**config.mk**
```make
export PLATFORM = sky130hd
export DESIGN_NAME = quad_step_decoder
export DESIGN_NICKNAME = d
export VERILOG_FILES = /design/src/rtl/quad_step_decoder.sv
export SDC_FILE = /design/constraint.sdc
export NUM_CORES = 1
export LEC_CHECK = 0
export ABC_AREA = 1
export CAP_MARGIN = 20
export CORE_MARGIN = 8
export CORE_UTILIZATION = 45
export DETAILED_ROUTE_END_ITERATION = 16
export PLACE_DENSITY = 0.7
export SLEW_MARGIN = 20
export SYNTH_ARGS = -nofsm -noshare
export SYNTH_HDL_FRONTEND = slang
export SYNTH_SLANG_ARGS = --single-unit
```
**constraint.sdc**
```tcl
create_clock -name clock -period 1.8 [get_ports clock]
set_input_delay 0.54 -clock clock [delete_from_list [all_inputs] [get_ports clock]]
set_output_delay 0.54 -clock clock [all_outputs]
set_load 0.02 [all_outputs]
```
**src/rtl/quad_step_decoder.sv**
```systemverilog
// Quadrature encoder front end: synchronises and glitch-filters A/B/index pins
// and decodes the Gray-code phase into one-cycle up/down/load strobes.
module quad_step_decoder #(
    parameter int FILT_LEN = 3,
    parameter int INIT_CYC = FILT_LEN + 3
) (
    input  logic       clock,
    input  logic       clear_n,
    input  logic       a_in,
    input  logic       b_in,
    input  logic       idx_in,
    input  logic       enable,
    input  logic [1:0] mode,
    input  logic       idx_en,
    input  logic [7:0] idx_preset,
    input  logic       err_clr,
    output logic       up,
    output logic       down,
    output logic       load,
    output logic [7:0] preset,
    output logic       err
);
    localparam logic [3:0] FILT_LAST = 4'(FILT_LEN - 1);
    localparam int INIT_W = $clog2(INIT_CYC + 2);
    localparam logic [INIT_W-1:0] INIT_LAST = INIT_W'(INIT_CYC);

    // Position of a phase along the forward sequence 00 -> 10 -> 11 -> 01.
    function automatic logic [1:0] gray_pos(input logic [1:0] ph);
        case (ph)
            2'b00:   return 2'd0;
            2'b10:   return 2'd1;
            2'b11:   return 2'd2;
            default: return 2'd3;
        endcase
    endfunction

    logic [2:0]        pins;  // {a, b, idx}
    logic [2:0]        sync_p0;
    logic [2:0]        sync_p1;
    logic [2:0]        filt_p2;
    logic [3:0]        filt_cnt_p2 [3];
    logic [1:0]        ph_p3;
    logic              idx_p3;
    logic [INIT_W-1:0] init_cnt;
    logic              init_done;

    logic [1:0] ph_cur;
    logic [1:0] ph_delta;
    logic       illegal;
    logic       fwd;
    logic       qual;
    logic       live;
    logic       load_nx;
    logic       up_nx;
    logic       down_nx;

    assign pins = {a_in, b_in, idx_in};

    // Stage p0/p1: two-flop synchronisers
    always_ff @(posedge clock or negedge clear_n) begin
        if (!clear_n) begin
            sync_p0 <= '0;
            sync_p1 <= '0;
        end else begin
            sync_p0 <= pins;
            sync_p1 <= sync_p0;
        end
    end

    // Stage p2: glitch filters, a level must persist FILT_LEN clocks to be accepted
    always_ff @(posedge clock or negedge clear_n) begin
        if (!clear_n) begin
            filt_p2 <= '0;
            for (int i = 0; i < 3; i++) filt_cnt_p2[i] <= '0;
        end else begin
            for (int i = 0; i < 3; i++) begin
                if (sync_p1[i] == filt_p2[i]) begin
                    filt_cnt_p2[i] <= '0;
                end else if (filt_cnt_p2[i] == FILT_LAST) begin
                    filt_p2[i]     <= ~filt_p2[i];
                    filt_cnt_p2[i] <= '0;
                end else begin
                    filt_cnt_p2[i] <= filt_cnt_p2[i] + 4'd1;
                end
            end
        end
    end

    always_ff @(posedge clock or negedge clear_n) begin
        if (!clear_n) begin
            init_cnt <= '0;
        end else if (init_cnt != INIT_LAST) begin
            init_cnt <= init_cnt + INIT_W'(1);
        end
    end

    assign init_done = (init_cnt == INIT_LAST);

    always_comb begin
        ph_cur   = filt_p2[2:1];
        ph_delta = ph_cur ^ ph_p3;
        illegal  = (ph_delta == 2'b11);
        fwd      = (gray_pos(ph_cur) == gray_pos(ph_p3) + 2'd1);
        case (mode)
            2'b00:   qual = ((ph_p3 == 2'b00) && (ph_cur == 2'b10)) ||
                            ((ph_p3 == 2'b10) && (ph_cur == 2'b00));
            2'b01:   qual = ph_delta[1] && !illegal;
            default: qual = (ph_delta != 2'b00) && !illegal;
        endcase
        live    = enable && init_done;
        // Index load wins over a coincident step, matching the counter's priority.
        load_nx = live && idx_en && filt_p2[0] && !idx_p3;
        up_nx   = live && qual && fwd && !load_nx;
        down_nx = live && qual && !fwd && !load_nx;
    end

    // Stage p3: phase history and registered strobes
    always_ff @(posedge clock or negedge clear_n) begin
        if (!clear_n) begin
            ph_p3  <= '0;
            idx_p3 <= 1'b0;
            up     <= 1'b0;
            down   <= 1'b0;
            load   <= 1'b0;
            preset <= '0;
            err    <= 1'b0;
        end else begin
            ph_p3  <= ph_cur;
            idx_p3 <= filt_p2[0];
            up     <= up_nx;
            down   <= down_nx;
            load   <= load_nx;
            if (load_nx) preset <= idx_preset;
            if (illegal && init_done) err <= 1'b1;
            else if (err_clr)         err <= 1'b0;
        end
    end

endmodule

```
; After elaboration in Yosys (flattened, before gate mapping)
; Cells that the tools add are included.
[word_totals]
ff_bits = 39
out_inout_bits = 12
elab_cells = 81
[classes]
n_addsub = 5
n_eq_ne = 15
n_mux = 11
bitwise_logic = 7
reduce_logical = 27
[op_table]
columns = operator, n
row1 = $mux 4, 6
row2 = $logic_and 1x1->1, 14
row3 = $add 4x1->4 const B, 3
row4 = $eq 4x2->1 const B, 3
row5 = $pmux 2 s3, 2
row6 = $eq 2x2->1 const B, 5
row7 = $logic_not 2->1, 3
row8 = $not 1->1, 6
row9 = $reduce_and 2->1, 3
row10 = $logic_not 1->1, 4
row11 = $reduce_bool 2->1, 2
row12 = $add 3x1->3 const B, 1
row13 = $eq 1x1->1, 3
row14 = $eq 3x3->1 const B, 1
row15 = $ne 3x3->1 const B, 1
row16 = $add 2x1->2 const B, 1
row17 = $eq 2x1->1 const B, 1
row18 = $eq 2x2->1, 1
row19 = $mux 1, 2
row20 = $pmux 1 s2, 1
row21 = $xor 2x2->2, 1
row22 = $logic_or 1x1->1, 1

; Logic depth before layout (Yosys ltp)
; Gate-level depths: netlist of run 1.
[logic_depth]
word_depth = 8
ltp_mapped = 9
ltp_nobuf = 9

; Worst setup path after synthesis of run 1
; Ideal clock, no wire load.
[synth_timing]
kind = register to register
from = reg filt_p2[1]
to = reg down
setup_time_ns = 0.115
arrival_ns = 1.154
t_required_ns = 1.685
slack_ns = 0.531
stages_incl_launch_ff = 7
n_path_buf = 0
synth_period_minus_slack_ns = 1.269
path_cell_list = dfrtp_1 -> inv_2 -> ha_1 -> xor2_1 -> nand3_1 -> nand2_1 -> nor2_1
[synth_between]
elab_chain_len = 8
elab_cells_between_ends = 19
[synth_lines]
columns = item, line
row1 = from (decl), 40  ; logic [2:0] filt_p2;
row2 = "from (signal, indexed assignment)", 80  ; filt_p2[i] <= ~filt_p2[i];
row3 = $xor 2x2->2, 101  ; ph_delta = ph_cur ^ ph_p3;
row4 = $eq 2x2->1, 102  ; illegal = (ph_delta == 2'b11);
row5 = $logic_not 1->1, "107, 108"
row6 = $logic_and 1x1->1 (on tied branches), "108, 107"
row7 = $pmux 1 s2, 104  ; case (mode)
row8 = $logic_and 1x1->1, 114  ; down_nx = live && qual && !fwd && !load_nx;
row9 = $logic_and 1x1->1 (*) (2 in a row), 114
row10 = named net down_nx, 55  ; logic down_nx;
row11 = to (signal assigned), 131  ; down <= down_nx;
row12 = to (decl), 18  ; output logic down,
; The timed path passes the listed nets; every way through them passes the cells marked *.
; A chain may end at the register's enable or synchronous reset.

; Final worst setup path of run 1
[layout_timing]
from = reg down
to = out down
; No word-level cell between the ends.

==> results.py, run 1 <==
metrics = {
    "pwr": {
        "p_sw_share_pct": 35.5,
        "p_per_area_mw_per_mm2": 1530,
        "p_clk_share_pct": 24.8,
        "pwr-share-comb_pct": 35.5,
        "switchingPower_w": 0.00121,
        "power.leakage_nw": 1.16,
        "p_seq_share_pct": 39.7,
        "vdd_drop_max_v": 0.000786,
        "power.internal_w": 0.00220,
        "p_total_w": 0.00340,
    },
    "sta": {
        "slew_headroom_pct": 69.3,
        "hold_slack_ns": 0.191,
        "period_minus_slack_ns": 1.75,
        "fin_worst_skew_ns": 0.00744,
        "tightest_slew_ns": 0.461,
        "fmax_ghz": 0.573,
        "worst_slack_ns": 0.0541,
        "fin_setup_tns_ns": 0,
        "timing.final.hold_violations": 0,
        "slew_violations": 0,
        "post-route-period-util_pct": 97.0,
        "rsz0062_at_grt": "no",
        "setup_viol_count_final": 0,
    },
    "synthesis": {
        "synth_top_area_cell": "dfrtp_1",
        "synth-xor-area-share_pct": 5.04,
        "synthAdderAreaFrac_pct": 10.1,
        "ys_types": 21,
        "synth-seq-area-share_pct": 56.1,
        "synth_compound_area_share_pct": 2.95,
        "synthSimpleGateAreaFrac_pct": 21.4,
        "synth_area_mm2": 0.00174,
        "synth_mux_area_share_pct": 0,
        "synth_top_family_by_area": "simple AND/OR/NAND/NOR gates",
        "syn_avg_cell_area_um2": 9.88,
        "synth_area_leaders": "dfrtp_1, nand2_1, ha_1",
        "netlist_instances": 176,
        "synth_fp_nets": 208,
        "ys_warn_count": 0,
        "ys_seq_elements": 39,
        "synth_top_area_share_pct": 56.1,
    },
    "setup_path": {
        "startpoint": "down$_DFF_PN0_",
        "crit_buf_inv": 1,
        "crit_required_ns": 1.26,
        "r2r_start": "init_cnt[0]$_DFFE_PN0N_",
        "crit_family": "buffers and inverters",
        "worst_ep_arrival_time_ns": 1.21,
        "worstPathMaxFanout": 1,
        "end_kind": "output port",
        "worstSetupStartpointType": "flop",
        "crit_slowest_cell": "clkdlybuf4s50_1",
        "cp_cell_sequence": "clkdlybuf4s50_1",
        "critPathKind": "flop to output port",
        "cpPeakStageDelay_ns": 0.60,
    },
    "floorplanning": {
        "core_mm2": 0.00369,
        "rows": 22,
        "initial_core_util_pct": 47.2,
        "die_h_um": 78.2,
        "io_pins": 30,
        "dieWidth_um": 78.2,
        "die_area_mm2": 0.00611,
    },
    "place": {
        "dp_hpwl_um": 2410,
        "dp_slack_ns": 0.0887,
        "globalplace.congestion": 0.739,
        "portBuffers": 29,
        "placed_area_mm2": 0.00209,
    },
    "routing": {
        "dr_wl_met2_um": 1660,
        "initialDrtViolationCount": 61,
        "wl_per_cell_um": 12.0,
        "postRouteAntennaNets": 0,
        "m1WireLength_um": 1240,
        "firstDrtPassIters": 4,
        "drcViolationCount": 0,
        "wl_met3_um": 169,
        "top_layer_used": "met4",
        "viasPerCell": 4.71,
        "drt-total-wl_um": 3120,
        "num_vias": 1230,
    },
    "finish": {
        "fin_area_mm2": 0.00222,
        "finalNetCount": 244,
        "final_common_cell": "nand2_1",
        "syn_to_final_growth_pct": 27.9,
        "insertedDiodeCount": 0,
        "final_cell_mix": "nand2_1, dfrtp_1, nor2_1",
        "drive_above_1_share_pct": 8.92,
    },
    "clock_tree": {
        "clock_latency_ns": 0.29,
        "cts_sinks": 39,
        "post_cts_buffers": 0,
        "htree_levels": 2,
        "cts_buffers": 5,
        "clk_root_buffer_cell": "clkbuf_8",
        "cts_tree": "yes",
        "path_clk_slew_ns": 0.07,
        "ctsLongestPathBuffers": 2,
    },
    "grt": {
        "grt_pass1_vias": 1327,
        "grt_pass1_wl_um": 5530,
        "track_usage_pct": 11.1,
        "grt_max_degree": 22,
        "overflow": 0,
        "antenna_found_initial": 0,
    },
    "run_status": {
        "run_status": "complete, no violations",
    },
    "flow_run": {
        "cap_violations": 0,
    },
    "hold_path": {
        "min-delay-path-class": "input port to async pin",
    },
}
power by group through the flow:
stage	sequential (W)	clock, W	combinational, W
detailed placement	0.00137	0	0.00128
global route	0.00139	0.000894	0.00139
CTS	0.00136	0.000866	0.00123
global placement	0.00136	0	0.00124
finish	0.00135	0.000844	0.00121
floorplan	0.00147	0	0.000711
logic make-up (layout without fill, tap and decap cells):
group / Yosys count / in the layout
adder cells (fa/ha/maj): 14 / 14
flip-flops: 39 / 39
XOR/XNOR: 10 / 10
buffers and inverters: 18 / 55
AO/OA/AOI/OAI: 10 / 10
AND/OR/NAND/NOR: 85 / 85
sequential cells by signal, indices dropped and copies added, names as in the netlist:
signal	cells
preset	8
sync_p1	3
init_cnt	3
up	1
load	1
sync_p0	3
err	1
filt_p2	3
ph_p3	2
down	1
filt_cnt_p2	12
idx_p3	1
final timing paths:
| check | to | slack (ns) | depth (start not counted) |
|---|---|---|---|
| max | down | 0.05 | 1 |
| min | filt_cnt_p2[8]$_DFF_PN0_ | 0.19 | 1 |
| max reg2reg | preset[5]$_DFFE_PN0N_ | 0.35 | 8 |
| min reg2reg | sync_p1[0]$_DFF_PN0_ | 0.35 | 0 |
| max in group asynchronous | filt_cnt_p2[1]$_DFF_PN0_ | 1.15 | 2 |
| min in group clock | sync_p1[0]$_DFF_PN0_ | 0.35 | 0 |
metrics by stage:
| step | instances | util [%] |
|---|---|---|
| 2_1_floorplan | 176 | - |
| 3_3_place_gp | 253 | 56.8 |
| 3_5_place_dp | 253 | 56.8 |
| 4_1_cts | 261 | 60.1 |
| 5_1_grt | 261 | 60.3 |
| 6_report | 261 | 60.3 |
synth_stat cells (all sizes together):
cell type / count
clkinv: 1
o21ai: 4
xor2: 6
xnor2: 4
nand3: 8
inv: 16
a21oi: 5
ha: 14
dfrtp: 39
nor3b: 2
nor2: 23
nand4: 1
nand2: 51
o22ai: 1
buf: 1
per-layer routing:
metal / vias to the layer above / track usage (%)
met3: 7 / 4.44
met5: - / 0
met1: 588 / 10.9
met2: 22 / 20.2
met4: 0 / 4.07
li1: 613 / -
layout make-up:
type	instances	area [um^2]
clock buffers	6	72.6
clock inverters	2	60.1
fillers	305	1460
inverters	17	65.1
multi-input cells	119	687
flip-flops and latches	39	976
well taps	48	60.1
repair buffers	30	304
what timing repair did:
| item | CTS | global route |
|---|---|---|
| hold buffers | 0 | 0 |
| resized for setup | 7 | 3 |
| setup endpoints to repair | 7 | 3 |
Note: power is estimated with default switching activity, not from simulation.
==> run 2, diff against run 1 <==
--- a/config.mk
+++ b/config.mk
@@ -8,9 +8,8 @@
 export ABC_AREA = 1
 export CAP_MARGIN = 20
 export CORE_MARGIN = 8
-export CORE_UTILIZATION = 45
+export CORE_UTILIZATION = 30
 export DETAILED_ROUTE_END_ITERATION = 16
-export PLACE_DENSITY = 0.7
 export SLEW_MARGIN = 20
 export SYNTH_ARGS = -nofsm -noshare
 export SYNTH_HDL_FRONTEND = slang
==> run 2 against run 1 <==
Worst setup slack improved by 0.20 ns. Final cell count rose by 9.2%. Register-to-register slack improved by 0.04 ns. Critical path type unchanged. Highest routed layer unchanged.
==> results.py, run 2 (synthesized netlist as in run 1, its figures left out) <==
metrics = {
    "finish": {
        "largest_reg_flops": 12,
        "insertedDiodeCount": 0,
        "finalNetCount": 244,
        "final_common_cell": "nand2_1",
        "drive_above_1_share_pct": 9.39,
        "reg_top3": "filt_cnt_p2: 12 flops, preset: 8 flops",
        "nFillCells": 563,
        "final_cell_mix": "nand2_1, dfrtp_1, nor2_1",
        "syn_to_final_growth_pct": 27.8,
        "fin_area_mm2": 0.00222,
        "top_register": "filt_cnt_p2",
    },
    "clock_tree": {
        "htree_levels": 2,
        "ctsLongestPathBuffers": 2,
        "hold_buffers": 0,
        "cts_buffers": 5,
        "post_cts_buffers": 0,
        "path_clk_slew_ns": 0.08,
        "cts_sinks": 39,
        "clock_latency_ns": 0.29,
        "post_cts_resized": 8,
        "clk_root_buffer_cell": "clkbuf_8",
        "cts_tree": "yes",
    },
    "sta": {
        "fin_worst_skew_ns": 0.00880,
        "fin_setup_tns_ns": 0,
        "tightest_slew_ns": 0.475,
        "slew_headroom_pct": 68.3,
        "fmax_ghz": 0.647,
        "worst_slack_ns": 0.254,
        "hold_slack_ns": 0.295,
        "post-route-period-util_pct": 85.9,
        "timing.final.hold_violations": 0,
        "period_minus_slack_ns": 1.55,
        "setup_viol_count_final": 0,
        "rsz0062_at_grt": "no",
        "slew_violations": 0,
    },
    "setup_path": {
        "cp_cell_sequence": "dlygate4sd2_1",
        "worstSetupStartpointType": "flop",
        "critPathKind": "flop to output port",
        "cpPeakStageDelay_ns": 0.39,
        "worst_ep_arrival_time_ns": 1.01,
        "crit_slowest_cell": "dfrtp_1",
        "crit_buf_inv": 1,
        "crit_family": "flip-flops",
        "worstPathMaxFanout": 2,
        "end_kind": "output port",
        "crit_required_ns": 1.26,
    },
    "routing": {
        "initialDrtViolationCount": 33,
        "num_vias": 1181,
        "drcViolationCount": 0,
        "wl_per_cell_um": 10.2,
        "dr_wl_met2_um": 1400,
        "m1WireLength_um": 1300,
        "drt-total-wl_um": 2910,
        "top_layer_used": "met4",
        "viasPerCell": 4.14,
        "firstDrtPassIters": 4,
        "postRouteAntennaNets": 0,
        "wl_met3_um": 149,
    },
    "grt": {
        "antenna_found_initial": 0,
        "grt_pass1_vias": 1170,
        "overflow": 0,
        "grt_max_degree": 40,
        "track_usage_pct": 7.54,
        "grt_pass1_wl_um": 5140,
    },
    "pwr": {
        "power.leakage_nw": 1.17,
        "vdd_drop_max_v": 0.000418,
        "p_per_area_mw_per_mm2": 1460,
        "p_total_w": 0.00324,
    },
    "floorplanning": {
        "die_h_um": 92.1,
        "core_mm2": 0.00554,
        "die_area_mm2": 0.00849,
        "rows": 27,
        "initial_core_util_pct": 31.4,
        "dieWidth_um": 92.1,
        "io_pins": 30,
    },
    "place": {
        "portBuffers": 29,
        "dp_slack_ns": 0.0893,
        "dp_hpwl_um": 2180,
        "globalplace.congestion": 0.731,
        "placed_area_mm2": 0.00211,
    },
    "run_status": {
        "run_status": "complete, no violations",
    },
    "flow_run": {
        "cap_violations": 0,
    },
    "hold_path": {
        "min-delay-path-class": "input port to async pin",
    },
}
run 2: per-stage QoR:
stage	instances	util [%]
floorplan	176	-
global placement	277	38.1
detailed placement	277	38.1
CTS	285	40.0
global route	285	40.1
finish	285	40.1
run 2: worst paths after layout:
path                       cells past startpoint  slack (ns)                     from                endpoint
min in group clock                             0        0.35     sync_p0[2]$_DFF_PN0_    sync_p1[2]$_DFF_PN0_
min reg2reg                                    0        0.35     sync_p0[2]$_DFF_PN0_    sync_p1[2]$_DFF_PN0_
max                                            1        0.25    preset[1]$_DFFE_PN0N_               preset[1]
max in group asynchronous                      2        1.18                  clear_n    sync_p0[2]$_DFF_PN0_
max reg2reg                                    8        0.39  init_cnt[0]$_DFFE_PN0N_   preset[1]$_DFFE_PN0N_
min                                            2        0.30                  clear_n  filt_p2[1]$_DFFE_PN0P_
run 2: metal layers:
metal / vias up / global-route usage [%]
met5: - / 0
met4: 0 / 4.03
met3: 4 / 3.10
met2: 23 / 12.0
met1: 535 / 8.41
li1: 619 / -
run 2: area by class of cell:
type | instances | area (um^2) | share of cell area (%)
Timing Repair Buffer | 30 | 293 | 13.2
Sequential cell | 39 | 976 | 43.9
Inverter | 17 | 65.1 | 2.93
Clock inverter | 3 | 43.8 | 1.97
Tap cell | 72 | 90.1 | 4.05
Multi-Input combinational cell | 119 | 687 | 30.9
Clock buffer | 5 | 68.8 | 3.10
run 2: where the power goes:
part,internal [W],total [W],switching [W]
clock,0.000413,0.000718,0.000305
sequential,0.00114,0.00135,0.000213
combinational,0.000492,0.00117,0.000681
total,0.00204,0.00324,0.00120
run 2: worst register-to-register path, delay by kind of cell (launching register included):
kind	cells	cell delay (ns)
fa+ha+maj	1	0.22
buf+inv	2	0.22
flops	1	0.39
simple gates	5	0.49
==> run 3, diff against run 2 <==
--- a/config.mk
+++ b/config.mk
@@ -7,7 +7,7 @@
 export LEC_CHECK = 0
 export ABC_AREA = 1
 export CAP_MARGIN = 20
-export CORE_MARGIN = 8
+export CORE_MARGIN = 3
 export CORE_UTILIZATION = 30
 export DETAILED_ROUTE_END_ITERATION = 16
 export SLEW_MARGIN = 20
==> run 3 against run 2 <==
Core utilization is 0.50 points higher. Critical path type unchanged. Clock power is 18% higher. Worst setup slack worse by 0.19 ns. Register-to-register slack hardly changed. Largest cell class unchanged. Sequential cell count stayed put. Critical endpoint is now down.
==> results.py, run 3 (synthesized netlist as in run 1, its figures left out) <==
metrics = {
    "routing": {
        "viasPerCell": 4.08,
        "initialDrtViolationCount": 35,
        "firstDrtPassIters": 4,
        "num_vias": 1166,
        "wl_per_cell_um": 9.78,
        "drt-total-wl_um": 2800,
        "drcViolationCount": 0,
        "postRouteAntennaNets": 0,
    },
    "clock_tree": {
        "cts_buffers": 5,
        "htree_levels": 2,
        "post_cts_buffers": 0,
        "path_clk_slew_ns": 0.08,
        "hold_buffers": 0,
        "cts_sinks": 39,
        "ctsLongestPathBuffers": 2,
        "clock_latency_ns": 0.29,
        "clk_root_buffer_cell": "clkbuf_8",
        "cts_tree": "yes",
    },
    "grt": {
        "track_usage_pct": 9.71,
        "grt_pass1_vias": 1111,
        "grt_pass1_wl_um": 4890,
        "grt_max_degree": 18,
        "use_met3_pct": 3.36,
        "antenna_found_initial": 0,
        "grt_util_met1_pct": 11.1,
        "met2_usage_pct": 16.2,
        "busiest_layer": "met2",
        "overflow": 0,
    },
    "run_status": {
        "run_status": "complete, no violations",
    },
    "sta": {
        "fin_worst_skew_ns": 0.00747,
        "post-route-period-util_pct": 96.5,
        "setup_viol_count_final": 0,
        "fmax_ghz": 0.575,
        "timing.final.hold_violations": 0,
        "rsz0062_at_grt": "no",
        "slew_violations": 0,
        "tightest_slew_ns": 0.367,
        "slew_headroom_pct": 75.5,
        "period_minus_slack_ns": 1.74,
        "fin_setup_tns_ns": 0,
    },
    "finish": {
        "drive_above_1_share_pct": 9.35,
        "finalNetCount": 245,
        "reg_top3": "filt_cnt_p2: 12 flops, preset: 8 flops",
        "top_register": "filt_cnt_p2",
        "largest_reg_flops": 12,
        "final_cell_mix": "nand2_1, dfrtp_1, nor2_1",
        "post-route-util_pct": 40.6,
        "multi_input_area_um2": 687,
        "register_area_um2": 976,
        "syn_to_final_growth_pct": 30.2,
        "nFillCells": 545,
        "insertedDiodeCount": 0,
        "final_common_cell": "nand2_1",
    },
    "pwr": {
        "pwr-share-comb_pct": 35.3,
        "power.leakage_nw": 1.20,
        "switchingPower_w": 0.00119,
        "p_per_area_mw_per_mm2": 1500,
        "p_clk_share_pct": 25.0,
        "p_total_w": 0.00340,
        "vdd_drop_max_v": 0.000452,
        "p_sw_share_pct": 34.9,
        "p_seq_share_pct": 39.7,
        "power.internal_w": 0.00221,
    },
    "setup_path": {
        "crit_slowest_cell": "clkdlybuf4s50_1",
        "worst_ep_arrival_time_ns": 1.20,
        "end_kind": "output port",
        "crit_family": "buffers and inverters",
        "cp_cell_sequence": "clkdlybuf4s50_1",
        "critPathKind": "flop to output port",
        "crit_required_ns": 1.26,
        "cpPeakStageDelay_ns": 0.59,
        "worstPathMaxFanout": 1,
        "worstSetupStartpointType": "flop",
        "crit_buf_inv": 1,
    },
    "flow_run": {
        "cap_violations": 0,
    },
    "floorplanning": {
        "dieWidth_um": 82.1,
        "die_h_um": 82.1,
        "initial_core_util_pct": 31.2,
        "io_pins": 30,
        "die_area_mm2": 0.00675,
        "rows": 27,
        "core_mm2": 0.00557,
    },
    "place": {
        "portBuffers": 29,
        "dp_hpwl_um": 2150,
        "globalplace.congestion": 0.770,
    },
    "hold_path": {
        "min-delay-path-class": "input port to async pin",
    },
}
run 3: cell count changes in the layout (fill, tap and decap cells not counted):
cell,previous run,this run
dlygate4sd2_1,8,3
buf_4,1,2
clkdlybuf4s50_1,16,18
clkinv_4,1,0
clkbuf_1,0,1
dlymetal6s2s_1,4,7
clkinv_2,2,1
bufinv_16,1,2
run 3: metrics by stage:
stage / std cells / setup slack [ns] / instance area, um^2 / hold slack, ns
CTS: 286 / 0.000965 / 2250 / 0.170
detailed placement: 278 / 0.0951 / 2120 / 0.336
global route: 286 / 0.00197 / 2260 / 0.170
finish: 286 / 0.0623 / 2260 / 0.159
floorplan: 176 / 0.531 / 1740 / 0.244
global placement: 278 / 0.111 / 2120 / 0.336
run 3: path summary, 6_finish.rpt:
| check | start | to | slack, ns | cells after the start |
|---|---|---|---|---|
| max | down$_DFF_PN0_ | down | 0.06 | 1 |
| min in group clock | sync_p0[0]$_DFF_PN0_ | sync_p1[0]$_DFF_PN0_ | 0.35 | 0 |
| min | clear_n | filt_cnt_p2[0]$_DFF_PN0_ | 0.16 | 1 |
| min reg2reg | sync_p0[0]$_DFF_PN0_ | sync_p1[0]$_DFF_PN0_ | 0.35 | 0 |
| max reg2reg | init_cnt[0]$_DFFE_PN0N_ | preset[2]$_DFFE_PN0N_ | 0.39 | 8 |
| max in group asynchronous | clear_n | ph_p3[0]$_DFF_PN0_ | 1.10 | 2 |
run 3: power by group through the flow:
stage          registers, W  clock network (W)  logic [W]
2_1_floorplan       0.00147                  0   0.000711
3_3_place_gp        0.00137                  0    0.00125
3_5_place_dp        0.00137                  0    0.00126
4_1_cts             0.00136           0.000878    0.00124
5_1_grt             0.00140           0.000925    0.00139
6_report            0.00135           0.000850    0.00120
run 3: area by class of cell:
class / instances / share of cell area [%]
Clock buffer: 6 / 3.20
Clock inverter: 2 / 2.65
Timing Repair Buffer: 31 / 13.9
Tap cell: 72 / 3.98
Multi-Input combinational cell: 119 / 30.3
Sequential cell: 39 / 43.1
Inverter: 17 / 2.87
run 3: layer usage:
layer	up-vias	wire (um)	share of wire (%)
met3	6	169	6.0
met5	-	0	0
li1	617	-	-
met4	0	62	2.2
met2	23	1350	48
met1	520	1210	43
run 3: what timing repair did:
| item | 4_1_cts | 5_1_grt |
|---|---|---|
| hold endpoints to repair | 0 | 0 |
| cloned | 0 | 0 |
| resized for setup | 3 | 7 |
| endpoints found under the setup margin | 3 | 7 |
